**src/rtl/ascii_pkg.sv**
```systemverilog
// Shared definitions for the ASCII frame parser: character codes,
// character classes, parser states and error codes.
package ascii_pkg;

  localparam logic [7:0] ASC_0     = 8'h30;
  localparam logic [7:0] ASC_9     = 8'h39;
  localparam logic [7:0] ASC_SPACE = 8'h20;
  localparam logic [7:0] ASC_PLUS  = 8'h2B;
  localparam logic [7:0] ASC_MINUS = 8'h2D;
  localparam logic [7:0] ASC_SLASH = 8'h2F;
  localparam logic [7:0] ASC_SEMI  = 8'h3B;
  localparam logic [7:0] ASC_AT    = 8'h40;

  typedef enum logic [2:0] {
    CLS_ILLEGAL,
    CLS_DIGIT,
    CLS_PAD,
    CLS_START,
    CLS_MINUS,
    CLS_SEP,
    CLS_SNR_END,
    CLS_CTL_END
  } char_class_t;

  typedef enum logic [1:0] {
    ST_IDLE,
    ST_ACCUM,
    ST_DISCARD
  } state_t;

  localparam logic [1:0] ERR_NONE     = 2'd0;
  localparam logic [1:0] ERR_ILLEGAL  = 2'd1;
  localparam logic [1:0] ERR_OVERFLOW = 2'd2;
  localparam logic [1:0] ERR_COUNT    = 2'd3;

endpackage

```
**src/rtl/ascii_classify.sv**
```systemverilog
// Combinational byte classifier: maps a received ASCII byte to its
// character class and, for digits, the decimal value.
module ascii_classify
  import ascii_pkg::*;
(
  input  logic [7:0] data_i,
  output logic [2:0] cls_o,
  output logic [3:0] digit_o
);

  char_class_t cls;

  // Decode the byte into class and digit value
  always_comb begin
    cls     = CLS_ILLEGAL;
    digit_o = '0;
    if (data_i >= ASC_0 && data_i <= ASC_9) begin
      cls     = CLS_DIGIT;
      digit_o = data_i[3:0];
    end else begin
      case (data_i)
        ASC_SPACE: cls = CLS_PAD;
        ASC_PLUS:  cls = CLS_START;
        ASC_MINUS: cls = CLS_MINUS;
        ASC_SLASH: cls = CLS_SEP;
        ASC_SEMI:  cls = CLS_SNR_END;
        ASC_AT:    cls = CLS_CTL_END;
        default:   cls = CLS_ILLEGAL;
      endcase
    end
  end

  assign cls_o = cls;

endmodule

```
**src/rtl/ascii_frame_parser.sv**
```systemverilog
// ASCII frame parser: decodes '+'-started frames into either a signed SNR
// value (';' terminated) or NUM_CH unsigned control fields ('@' terminated).
// Results and errors are reported one cycle after the terminating byte.
module ascii_frame_parser
  import ascii_pkg::*;
#(
  parameter int DOUT_W     = 32,
  parameter int NUM_CH     = 4,
  parameter int MAX_DIGITS = 10
) (
  input  logic                     clk,
  input  logic                     reset,
  input  logic                     rx_valid,
  input  logic [7:0]               rx_data,
  output logic                     snr_valid,
  output logic [DOUT_W-1:0]        snr_value,
  output logic                     gpio_valid,
  output logic [NUM_CH*DOUT_W-1:0] gpio_data,
  output logic                     frame_err,
  output logic [1:0]               err_code
);

  localparam int IDX_W = (NUM_CH > 1) ? $clog2(NUM_CH) : 1;
  localparam int CNT_W = $clog2(MAX_DIGITS + 2);
  localparam logic [IDX_W-1:0]  LAST_IDX   = IDX_W'(NUM_CH - 1);
  localparam logic [CNT_W-1:0]  CNT_MAX    = CNT_W'(MAX_DIGITS);
  localparam logic [DOUT_W-1:0] SNR_POS_MAX = {1'b0, {(DOUT_W-1){1'b1}}};
  localparam logic [DOUT_W-1:0] SNR_NEG_MAX = {1'b1, {(DOUT_W-1){1'b0}}};

  logic [2:0]  cls_raw;
  logic [3:0]  digit;
  char_class_t cls;

  ascii_classify u_classify (
    .data_i  (rx_data),
    .cls_o   (cls_raw),
    .digit_o (digit)
  );

  assign cls = char_class_t'(cls_raw);

  state_t                    state_q, state_d;
  logic [DOUT_W-1:0]         acc_q, acc_d;
  logic                      neg_q, neg_d;
  logic [CNT_W-1:0]          cnt_q, cnt_d;
  logic [IDX_W-1:0]          idx_q, idx_d;
  logic [NUM_CH*DOUT_W-1:0]  fields_q, fields_d;
  logic                      snr_valid_q, snr_valid_d;
  logic [DOUT_W-1:0]         snr_value_q, snr_value_d;
  logic                      gpio_valid_q, gpio_valid_d;
  logic [NUM_CH*DOUT_W-1:0]  gpio_data_q, gpio_data_d;
  logic                      frame_err_q, frame_err_d;
  logic [1:0]                err_code_q, err_code_d;
  logic [1:0]                err;
  logic [DOUT_W+3:0]         prod;

  // acc*10 + digit, widened by 4 bits so any carry out signals overflow
  assign prod = ({4'b0, acc_q} << 3) + ({4'b0, acc_q} << 1) + {{DOUT_W{1'b0}}, digit};

  // Next-state logic: frame sequencing, accumulation and commit/error decisions
  always_comb begin
    state_d      = state_q;
    acc_d        = acc_q;
    neg_d        = neg_q;
    cnt_d        = cnt_q;
    idx_d        = idx_q;
    fields_d     = fields_q;
    snr_valid_d  = 1'b0;
    snr_value_d  = snr_value_q;
    gpio_valid_d = 1'b0;
    gpio_data_d  = gpio_data_q;
    frame_err_d  = 1'b0;
    err_code_d   = err_code_q;
    err          = ERR_NONE;

    if (rx_valid) begin
      if (cls == CLS_START) begin
        state_d = ST_ACCUM;
        acc_d   = '0;
        neg_d   = 1'b0;
        cnt_d   = '0;
        idx_d   = '0;
      end else if (state_q == ST_ACCUM) begin
        case (cls)
          CLS_DIGIT: begin
            if (cnt_q == CNT_MAX || prod[DOUT_W+3:DOUT_W] != 4'd0) begin
              err = ERR_OVERFLOW;
            end else begin
              acc_d = prod[DOUT_W-1:0];
              cnt_d = cnt_q + 1'b1;
            end
          end
          CLS_PAD: ;
          CLS_MINUS: begin
            if (idx_q == '0 && cnt_q == '0) neg_d = 1'b1;
            else                            err   = ERR_ILLEGAL;
          end
          CLS_SEP: begin
            if (idx_q == LAST_IDX) begin
              err = ERR_COUNT;
            end else begin
              for (int unsigned k = 0; k < NUM_CH; k++) begin
                if (idx_q == IDX_W'(k)) fields_d[k*DOUT_W +: DOUT_W] = acc_q;
              end
              acc_d = '0;
              neg_d = 1'b0;
              cnt_d = '0;
              idx_d = idx_q + 1'b1;
            end
          end
          CLS_SNR_END: begin
            if (idx_q != '0) begin
              err = ERR_COUNT;
            end else if (neg_q ? (acc_q > SNR_NEG_MAX) : (acc_q > SNR_POS_MAX)) begin
              err = ERR_OVERFLOW;
            end else begin
              snr_value_d = neg_q ? -acc_q : acc_q;
              snr_valid_d = 1'b1;
              state_d     = ST_IDLE;
            end
          end
          CLS_CTL_END: begin
            if (idx_q != LAST_IDX) begin
              err = ERR_COUNT;
            end else if (neg_q) begin
              err = ERR_ILLEGAL;
            end else begin
              for (int unsigned k = 0; k < NUM_CH; k++) begin
                if (idx_q == IDX_W'(k)) fields_d[k*DOUT_W +: DOUT_W] = acc_q;
              end
              // All fields are presented together from the staging register
              gpio_data_d  = fields_d;
              gpio_valid_d = 1'b1;
              state_d      = ST_IDLE;
            end
          end
          default: err = ERR_ILLEGAL;
        endcase

        if (err != ERR_NONE) begin
          frame_err_d = 1'b1;
          err_code_d  = err;
          state_d     = ST_DISCARD;
        end
      end
    end
  end

  // State and output registers with synchronous reset
  always_ff @(posedge clk) begin
    if (reset) begin
      state_q      <= ST_IDLE;
      acc_q        <= '0;
      neg_q        <= 1'b0;
      cnt_q        <= '0;
      idx_q        <= '0;
      fields_q     <= '0;
      snr_valid_q  <= 1'b0;
      snr_value_q  <= '0;
      gpio_valid_q <= 1'b0;
      gpio_data_q  <= '0;
      frame_err_q  <= 1'b0;
      err_code_q   <= '0;
    end else begin
      state_q      <= state_d;
      acc_q        <= acc_d;
      neg_q        <= neg_d;
      cnt_q        <= cnt_d;
      idx_q        <= idx_d;
      fields_q     <= fields_d;
      snr_valid_q  <= snr_valid_d;
      snr_value_q  <= snr_value_d;
      gpio_valid_q <= gpio_valid_d;
      gpio_data_q  <= gpio_data_d;
      frame_err_q  <= frame_err_d;
      err_code_q   <= err_code_d;
    end
  end

  assign snr_valid  = snr_valid_q;
  assign snr_value  = snr_value_q;
  assign gpio_valid = gpio_valid_q;
  assign gpio_data  = gpio_data_q;
  assign frame_err  = frame_err_q;
  assign err_code   = err_code_q;

endmodule

```
**config.mk**
```make
export PLATFORM = sky130hd
export DESIGN_NAME = ascii_frame_parser
export DESIGN_NICKNAME = d
export VERILOG_FILES = /design/src/rtl/ascii_pkg.sv /design/src/rtl/ascii_classify.sv /design/src/rtl/ascii_frame_parser.sv
export SDC_FILE = /design/constraint.sdc
export NUM_CORES = 1
export LEC_CHECK = 0
export ABC_AREA = 1
export CORE_UTILIZATION = 45
export CTS_CLUSTER_DIAMETER = 120
export DETAILED_ROUTE_END_ITERATION = 8
export MAX_ROUTING_LAYER = met4
export PLACE_DENSITY = 0.66
export SLEW_MARGIN = 20
export SYNTH_ARGS = -nofsm -noshare
export SYNTH_HDL_FRONTEND = slang
export SYNTH_SLANG_ARGS = --single-unit
```
**constraint.sdc**
```tcl
create_clock -name clk -period 9.8 [get_ports clk]
set_input_delay 1.47 -clock clk [delete_from_list [all_inputs] [get_ports clk]]
set_output_delay 1.47 -clock clk [all_outputs]
set_load 0.05 [all_outputs]
```
== After elaboration in Yosys (flattened, before gate mapping) ==
Index checks and enable logic that the tools add are counted.

* Add/subtract/negate cells: 5
* Shift-type cells: 0
* Order comparisons: 4
* Mux-type cells: 54
* Eq/ne operators: 30
* Reductions and logical operators: 26
* Div/mod/pow operators: 0
* Multiply operators: 0
* Bitwise gates (word level): 10

{| class="wikitable"
|+ Operators with widths
! cell !! count
|-
| $mux 32 || 9
|-
| $mux 128 || 2
|-
| $pmux 128 s2 || 1
|-
| $mux 96 || 1
|-
| $pmux 32 s2 || 1
|-
| $eq 8x6->1 const B || 5
|-
| $mux 2 || 19
|-
| $add 35x33->36 || 1
|-
| $add 36x4->36 || 1
|-
| $gt 32x31->1 const B || 1
|-
| $gt 32x32->1 const B || 1
|-
| $neg 32->32 || 1
|-
| $reduce_and 7->1 || 3
|-
| $mux 4 || 5
|-
| $pmux 3 s6 || 1
|-
| $ne 4x4->1 const B || 4
|-
| $eq 3x3->1 const B || 4
|-
| $pmux 2 s6 || 1
|-
| $reduce_and 6->1 || 2
|-
| $reduce_or 6->1 || 2
|-
| $mux 1 || 10
|-
| $ne 2x2->1 const B || 5
|-
| $not 1->1 || 10
|-
| $reduce_and 5->1 || 2
|-
| 24 further kinds || 37
|}

* Memory bits (writable): 0
* Register bits after elaboration: 334
* Bits in read-only memories: 0
* Latch bits: 0
* Input bits: 11
* Word-level logic and storage cells: 142
* Memories kept: 0

== Longest topological paths before layout ==
Gate-level depths: netlist of the first run.

* Word-level depth: 15
* Depth in mapped cells: 28
* Gate-level depth less buffers: 27

== Cells and area by module ==
From an unflattened synthesis of the first run, not the netlist that was laid out.

* Cell total of the unflattened synthesis: 2285
* Area total of the unflattened synthesis: 15472.3 sq um

{| class="wikitable"
|+ By module, submodules not included
! module !! seq. area each (sq um) !! area an instance (sq um) !! instances !! cells each
|-
| ascii_frame_parser || 6045.8 || 15308.4 || 1 || 2246
|-
| ascii_classify || 0.0 || 163.9 || 1 || 39
|}

== Worst setup path before layout of the first run ==
Ideal clock, no wire load.

* Path type: input to register
* From: in rx_data[7]
* To: reg acc_q[8]
* Cell stages on the path: 25
* Setup slack: 5.392 ns
* Setup time: 0.132 ns
* Data required time: 9.668 ns
* Arrival time: 4.276 ns
* Path through: nor2_2 -> nand3_1 -> inv_1 -> o21ai_1 -> inv_1 -> nand2_1 -> fa_1 -> fa_1 -> inv_1 -> nand2_1 -> nand2_1 -> nand3_1 -> nand2_2 -> nand2_1 -> nand2_2 -> nand2_1 -> nand3_1 -> nand2_1 -> nor2_1 -> nand2_2 -> nand2_4 -> nand2_8 -> buf_2 -> nand2_1 -> a21oi_1

* Word-level cells in the longest chain between the ends: 8

{| class="wikitable"
|+ Ends and longest elaborated chain
! element !! line !! source
|-
| start, declared || ascii_frame_parser.sv:14 || <nowiki>input logic [7:0] rx_data,</nowiki>
|-
| $ge 8x6->1 or $le 8x6->1 (tied branches) || ascii_classify.sv:17 || <nowiki>if (data_i >= ASC_0 && data_i <= ASC_9) begin</nowiki>
|-
| $logic_and 1x1->1 || ascii_classify.sv:17 ||
|-
| $mux 4 || ascii_classify.sv:17 ||
|-
| $add 36x4->36 || ascii_frame_parser.sv:58 || <nowiki>assign prod = ({4'b0, acc_q} << 3) + ({4'b0, acc_q} << 1) + {{DOUT_W{1'b0}}, digit};</nowiki>
|-
| $reduce_bool 4->1 or $mux 32 (tied branches) || ascii_frame_parser.sv:86 || <nowiki>if (cnt_q == CNT_MAX || prod[DOUT_W+3:DOUT_W] != 4'd0) begin</nowiki>
|-
| $logic_or 1x1->1 or $pmux 32 s2 (tied branches) || ascii_frame_parser.sv:86, ascii_frame_parser.sv:84 ||
|-
| $ne 3x3->1 (no source line) or $mux 32 (tied branches) || n/a ||
|-
| $reduce_and 5->1 (no source line) or $mux 32 (tied branches) || n/a ||
|-
| end signal, assigned || ascii_frame_parser.sv:153 || <nowiki>acc_q <= '0;</nowiki>
|-
| end signal, assigned || ascii_frame_parser.sv:166 || <nowiki>acc_q <= acc_d;</nowiki>
|-
| end, declared || ascii_frame_parser.sv:43 || <nowiki>logic [DOUT_W-1:0] acc_q, acc_d;</nowiki>
|}

Several ways; a longest one is shown, not always the timed one. The select of a mux whose other input is x is not followed.
A chain may end at the register's enable or synchronous reset.

== Final worst setup path of the first run ==
* From: in rx_data[3]
* To: reg acc_q[27]

Same word-level chain as after synthesis.

==> metrics.md, run 1 <==
| Metric | Value |
|---|---|
| Status | finished clean |
| RSZ-0062 raised after global routing | false |
| Most Frequent Cell on Critical Path | nand2_1 |
| Vias per std cell | 5.38 |
| Worst path max stage delay | 0.55 ns |
| Clk_lat worst skew | about 0.53 ns |
| Main synth FF type | dfxtp_1 |
| GRT Util Overall | 0.268 |
| Register area share after synthesis | 0.403 |
| Final TNS setup | 0 ns |
| Part of the power in registers | 0.468 |
| Clock Sinks | ~330 |
| Num rows | 69 |
| Number of buffers added on ports | 175 |
| Starting DRT DRC Count | 1,210 |
| CTS H-tree depth | 2 |
| Combinational fraction of design power | 0.016 |
| Fin nets | 2,490 |
| Post-Route WL | 49,700 microns |
| R2R Path Start | acc_q[2] |
| Buf+Inv Stages, Crit Path | 5 |
| Distinct cell type count after synthesis | 52 |
| WL/cell | 17.2 microns |
| Die Y | 194 microns |
| Peak supply drop | 0.0000979 V |
| DP HPWL | 33,700 microns |
| Cells after Synth | 2,326 |
| Clk pwr share | 0.516 |
| Critical Path Start Type | primary input |
| Max-capacitance violation count | 0 |
| Gr ovfl total | 0 |
| Initial Util | 0.462 |
| Cts hold-fix bufs | 0 |
| Reg area | roughly 0.0067 sq mm |
| R2R cell count | 21 |
| Critical path's slowest cell | clkdlybuf4s50_1 |
| Fillers | ~3,500 |
| Vias | 15,600 |
| Data required, critical path | 10.17 ns |
| Clock skew | 0.0199 ns |
| Normalized max-slew margin | 0.287 |
| Antenna fix cells | 0 |
| Clk slew on worst S/H paths | 0.06 ns |
| Crit-path max FO | 37 |
| Switching share of power | 0.210 |
| Global-route wire length before repair | 78,800 microns |
| EDFF count, synth | 0 |
| Yosys reg bits | 334 |
| Arrival time at the worst endpoint | 5.61 ns |
| Mapped Area | 0.0166 sq mm |
| # IOs | approximately 180 |
| Power per cell area | 147 mW/mm^2 |
| Worst Setup EP | acc_q[27] |
| Slew @ Worst Pin | 1.07 ns |
| Net Sw Power | 0.608 mW |
| Min-delay worst type | reg2reg |
| Pleak | about 7.8 nW |
| Max Fclk | 191 MHz |
| Multi-input combinational cell area | 0.00849 sq mm |
| Reg-to-Reg End | acc_q[27] |
| First-pass DRT Iterations | 6 |
| Vias in the first global route | 14,400 |
| Max-slew violations | 0 |
| Global placer's final weighted congestion | 0.901 |
| Fin crit share | 0.534 |
| Area Growth Syn to Fin | 18.9% |
| FF-to-FF setup slack | 5.92 ns |
| Core area | 0.0359 sq mm |
| Clock root cell | clkbuf_16 |
| Final setup viols | 0 |
| CP endpoint kind | register |
| CP Class | in2reg |
| Syn_nets | 2,410 |
| Full die area | between 0.03 and 0.04 sq mm |
| Crit path from | rx_data[3] |
| Pwr Total | ~2.9 mW |
| Async SR Flop Fraction | 0 |
| Internal Dissipation | 2.29 mW |
| Post-route ant nets | 0 |
| Largest net degree at the start of global routing | 110 |
| Fin crit period | about 5.2 ns |
| Synthesized area per cell | 7.14 sq um |
| Clk buf depth | 3 |
| Synth warn | 0 |
| Placed instance area | 0.0184 sq mm |
| Proportion of layout cells with a drive suffix above 1 | 0.0592 |
| Postcts setup bufs | 0 |
| Initial antenna violation count | 0 |
| CTS Buf Count | 37 |
| Die W | 194 microns |
| Post-route cell area | ~0.02 sq mm |
| DRC violations left | 0 |
| Crit path depth | 25 |
| CP top delay family | simple AND/OR/NAND/NOR gates |
| Resize count post-CTS | 0 |
| Hold Fails Final Rpt | 0 |
| CTS tree | yes |
[logic make-up (layout without fill, tap and decap cells)]
kind of cell    Yosys count  after routing  synth area share
simple gates            858            858             0.215
fa+ha+maj                73             73            0.0559
xor+xnor                 45             45            0.0237
buf+inv                 360            466            0.0877
compound gates          656            656             0.215
flops                   334            334             0.403
[state kept, by name, indices dropped and copies added, names as in the netlist]
name / cells
snr_valid: 1
neg_q: 1
gpio_data: 128
cnt_q: 4
frame_err: 1
idx_q: 2
acc_q: 32
err_code: 2
gpio_valid: 1
snr_value: 32
state_q: 2
fields_q: 128
[worst min-delay path by stage]
| stage | from | endpoint | slack, ns | cells after the start |
|---|---|---|---|---|
| floorplan | fields_q[10] | fields_q[10] | 0.42 | 2 |
| global placement | fields_q[69] | fields_q[69] | 0.43 | 2 |
| detailed placement | snr_value[28] | snr_value[28] | 0.44 | 2 |
| CTS | fields_q[7] | fields_q[7] | 0.45 | 2 |
| global route | fields_q[30] | fields_q[30] | 0.46 | 2 |
| finish | snr_value[24] | snr_value[24] | 0.45 | 2 |
[cells in the mapped netlist, types with 3 or more instances]
library cell  number  area share
xnor2_1           12      0.0063
o21ai_0          262       0.079
a21oi_2           10      0.0053
inv_2             14      0.0032
clkbuf_1         112       0.025
buf_2             19      0.0057
nand2_1          480        0.11
buf_4              4      0.0018
a21oi_1          253       0.076
and3_1             3      0.0011
nor3_1            35       0.011
xor2_1            33       0.017
buf_6              8      0.0054
nand4_1            5      0.0019
o21ai_1           34       0.010
nor2_1           238       0.054
nor4_1             9      0.0034
nand3_1           43       0.013
nand2_2           11      0.0041
o21bai_1           3      0.0014
nor2_2             6      0.0023
inv_1            199       0.045
dfxtp_1          334        0.40
a31oi_1            7      0.0026
ha_1              71       0.054
a211oi_1          46       0.021
o211ai_1          34       0.015
or2_2              9      0.0034
[final cells by class]
type,instances,share of cell area
multi-input cells,1632,0.430
flip-flops and latches,334,0.339
repair buffers,186,0.0938
clock buffers,49,0.0538
inverters,215,0.0417
well taps,461,0.0292
clock inverters,16,0.0125
[cells in the final DEF (no fill, tap or decap), types with 3 or more instances in the layout]
master,Yosys,routed
bufinv_16,0,6
inv_2,14,12
nor3_1,35,35
dfxtp_1,334,334
nor4_1,9,9
nand2_1,480,479
nand3_1,43,43
nor2_1,238,238
clkbuf_8,0,7
xnor2_1,12,12
o21ai_1,34,34
xor2_1,33,33
clkbuf_16,0,38
a211oi_1,46,46
o21bai_1,3,3
buf_4,4,11
clkdlybuf4s50_1,0,174
nor2_2,6,5
a21oi_1,253,253
clkbuf_1,112,4
nand4_1,5,5
clkinv_2,1,8
inv_1,199,198
a21oi_2,10,10
or2_2,9,9
nand2_2,11,11
o211ai_1,34,34
ha_1,71,67
o21ai_0,262,262
ha_2,0,3
a31oi_1,7,7
and3_1,3,3
[stage by stage]
| step | util | std cells | worst slack, ns | hold WS, ns |
|---|---|---|---|---|
| 3_3_place_gp | 0.512 | 2827 | 4.20 | 0.433 |
| 5_1_grt | 0.550 | 2893 | 4.28 | 0.460 |
| 4_1_cts | 0.548 | 2892 | 4.66 | 0.447 |
| 6_report | 0.550 | 2893 | 4.56 | 0.448 |
| 3_5_place_dp | 0.512 | 2827 | 4.11 | 0.439 |
| 2_1_floorplan | - | 2326 | 5.39 | 0.424 |
[worst register-to-register path, stage by stage (launching register included)]
cell and delay [ns]:
dfxtp_1 0.63, inv_1 0.25, fa_1 0.55, fa_1 0.46, inv_1 0.07, nand2_1 0.06, nand2_1 0.11, nand3_1 0.09
nand2_2 0.10, nand2_1 0.07, nand2_2 0.11, nand2_1 0.12, nand2_1 0.08, nand2_1 0.04, nand2_1 0.05, nor2_1 0.04
nand2_2 0.09, nand2_4 0.09, nand2_8 0.21, clkinv_4 0.28, nand2_1 0.16, a21oi_1 0.07
[power groups by stage]
stage,Clock (mW),Combinational (mW),Sequential (mW)
2_1_floorplan,0,0.0312,1.39
5_1_grt,1.57,0.0508,1.36
6_report,1.50,0.0455,1.36
3_5_place_dp,0,0.0451,1.39
3_3_place_gp,0,0.0445,1.39
4_1_cts,1.51,0.0454,1.36
[per-layer routing]
| metal | routed length, microns | GRT usage |
|---|---|---|
| met5 | 0 | - |
| met3 | 3030 | 0.0391 |
| met4 | 1220 | 0.0755 |
| met1 | 23400 | 0.362 |
| met2 | 22100 | 0.414 |
Power figures use the tool's default switching activity.
==> inputs of run 2 (changes only) <==
==> constraint.sdc (replaced) <==
create_clock -name clk -period 5.2 [get_ports clk]
set_input_delay 0.78 -clock clk [delete_from_list [all_inputs] [get_ports clk]]
set_output_delay 0.78 -clock clk [all_outputs]
set_load 0.05 [all_outputs]
==> run 2 against run 1 <==
Effect of this change:
- cell area down 0.65%
- clock power up 71%
- clock-buffer cell count unchanged
- sequential share of layout area up 0.22 points
- worst setup slack worse by 3.9 ns
- register-to-register slack worse by 4.6 ns
- critical path type unchanged
- worst hold slack worse by 0.0014 ns
==> metrics.md, run 2 (same netlist as run 1, synthesis figures left out) <==
| Metric | Value |
|---|---|
| Post-route cell area | 0.0196 sq mm (was 0.0197 sq mm) |
| CP Class | in2reg (unchanged) |
| Crit-path max FO | 37 (unchanged) |
| WL/cell | 17.0 microns (was 17.2 microns) |
| Clk_lat worst skew | 0.54 ns (was 0.53 ns) |
| # IOs | 176 (unchanged) |
| Fin nets | 2,492 (was 2,490) |
| Combinational fraction of design power | 0.016 (about the same) |
| Worst path max stage delay | 0.59 ns (was 0.55 ns) |
| Net Sw Power | 1.14 mW (was 0.608 mW) |
| DRC violations left | 0 (unchanged) |
| Switching share of power | 0.219 (was 0.210) |
| Starting DRT DRC Count | 1,358 (was 1,210) |
| Most common cell after layout, fill and taps aside | nand2_1 (unchanged) |
| Gr ovfl total | 0 (unchanged) |
| CTS H-tree depth | 2 (unchanged) |
| CTS tree | yes (unchanged) |
| Clock root cell | clkbuf_16 (unchanged) |
| Vias | 15,600 (about the same) |
| Die W | 194 microns (unchanged) |
| Pleak | 7.70 nW (was 7.75 nW) |
| Initial Util | 0.462 (unchanged) |
| Power per cell area | 266 mW/mm^2 (was 147 mW/mm^2) |
| Max Fclk | 218 MHz |
| GRT Util Overall | 0.267 (was 0.268) |
| Clk pwr share | 0.493 (was 0.516) |
| Clk slew on worst S/H paths | 0.06 ns (about the same) |
| First-pass DRT Iterations | 5 (was 6) |
| Max-capacitance violation count | 0 (unchanged) |
| Resize count post-CTS | 0 (unchanged) |
| Global-route wire length before repair | 78,700 microns (was 78,800 microns) |
| Normalized max-slew margin | 0.288 (was 0.287) |
| Full die area | 0.0377 sq mm (unchanged) |
| Vias per std cell | 5.41 (was 5.38) |
| Critical path's slowest cell | clkdlybuf4s50_1 (unchanged) |
| RSZ-0062 raised after global routing | false (unchanged) |
| Setup ws final | 0.617 ns (was 4.56 ns) |
| DP HPWL | 33,700 microns (about the same) |
| Slew @ Worst Pin | 1.07 ns (about the same) |
| Clock Sinks | 334 (unchanged) |
| Num rows | 69 (unchanged) |
| Max-slew violations | 0 (unchanged) |
| Internal Dissipation | 4.08 mW (was 2.29 mW) |
| Core area | 0.0359 sq mm (unchanged) |
| Hold Fails Final Rpt | 0 (unchanged) |
| Initial antenna violation count | 0 (unchanged) |
| Post-route ant nets | 0 (unchanged) |
| Post-Route WL | 49,100 microns (was 49,700 microns) |
| Pre-CTS WS | 0.171 ns (was 4.11 ns) |
| Proportion of layout cells with a drive suffix above 1 | 0.0584 (was 0.0592) |
| Most Frequent Cell on Critical Path | nand2_1 (unchanged) |
| Critical Path Start Type | primary input (unchanged) |
| Final TNS setup | 0 ns (unchanged) |
| Arrival time at the worst endpoint | 4.96 ns (was 5.61 ns) |
| Largest net degree at the start of global routing | 147 (was 110) |
| Final setup viols | 0 (unchanged) |
| Postcts setup bufs | 0 (unchanged) |
| Fin crit period | between 4 and 5 ns |
| Fillers | 3,491 (was 3,463) |
| CTS Buf Count | 36 (was 37) |
| CP endpoint kind | register (unchanged) |
| Vias in the first global route | 14,500 (was 14,400) |
| Data required, critical path | 5.58 ns (was 10.17 ns) |
| Fin crit share | 0.881 |
| Die Y | 194 microns (unchanged) |
| Clock skew | 0.0126 ns (was 0.0199 ns) |
| Area Growth Syn to Fin | 18.1% (was 18.9%) |
| Clk buf depth | 3 (unchanged) |
| Commonest non-fill, non-tap cells in the layout | nand2_1 (479), dfxtp_1 (334), o21ai_0 (262), a21oi_1 (253), nor2_1 (238) (unchanged) |
| Cts hold-fix bufs | 0 (unchanged) |
| Min-delay worst type | reg2reg (unchanged) |
| Part of the power in registers | 0.491 (was 0.468) |
| Global placer's final weighted congestion | 0.929 (was 0.901) |
| Antenna fix cells | 0 (unchanged) |
| Peak supply drop | 0.000205 V (was 0.0000979 V) |
| FF-to-FF setup slack | 1.29 ns (was 5.92 ns) |
| Number of buffers added on ports | 175 (unchanged) |
| Status | finished clean (unchanged) |
| Placed instance area | 0.0184 sq mm (about the same) |
==> run 2: cell count changes in the layout (fill, tap and decap cells not counted), sizes merged <==
cell | before | now
bufinv | 6 | 2
inv | 213 | 215
buf | 12 | 15
clkinvlp | 2 | 0
==> run 2: path summary, 6_finish.rpt <==
| check | from | to | cells after the start |
|---|---|---|---|
| worst max-delay path | rx_data[3] | acc_q[12] | 25 |
| worst min-delay path | fields_q[80] | fields_q[80] | 2 |
| worst max register to register | acc_q[2] | acc_q[12] | 21 |
| worst min register to register | fields_q[80] | fields_q[80] | 2 |
==> run 2: per-stage QoR <==
stage               instances  hold WS (ns)   util  power, mW
global placement         2831         0.433  0.513       2.70
CTS                      2892         0.448  0.546       5.26
detailed placement       2831         0.439  0.513       2.70
global route             2892         0.466  0.546       5.37
finish                   2892         0.447  0.546       5.22
floorplan                2326         0.424      -       2.67
==> run 2: final cells by class <==
cell class / instances / area (sq um) / area share
inverters: 215 / 821 / 0.0419
multi-input cells: 1632 / 8480 / 0.433
repair buffers: 189 / 1870 / 0.0952
clock inverters: 12 / 144 / 0.00734
clock buffers: 49 / 1030 / 0.0525
flip-flops and latches: 334 / 6690 / 0.341
well taps: 461 / 577 / 0.0294
==> run 2: routing by layer <==
metal  wire length, microns  global-route usage  vias to the layer above
met5                      0                   -                        -
met4                   1250              0.0776                        0
met3                   3000              0.0426                       83
met2                  22000               0.417                      476
met1                  22900               0.354                     7247
li1                       -                   -                     7837
==> run 2: critical path: cells and delay by family <==
kind	cells	cell delay, ns
AND/OR/NAND/NOR	16	1.49
buffers and inverters	5	1.23
adder cells (fa/ha/maj)	2	0.92
AO/OA/AOI/OAI	2	0.49
==> run 2: power by group through the flow <==
stage,Sequential (mW),Combinational (mW),Clock [mW]
floorplan,2.62,0.0588,0
global placement,2.62,0.0831,0
detailed placement,2.62,0.0840,0
CTS,2.56,0.0845,2.61
global route,2.56,0.0947,2.72
finish,2.56,0.0852,2.57
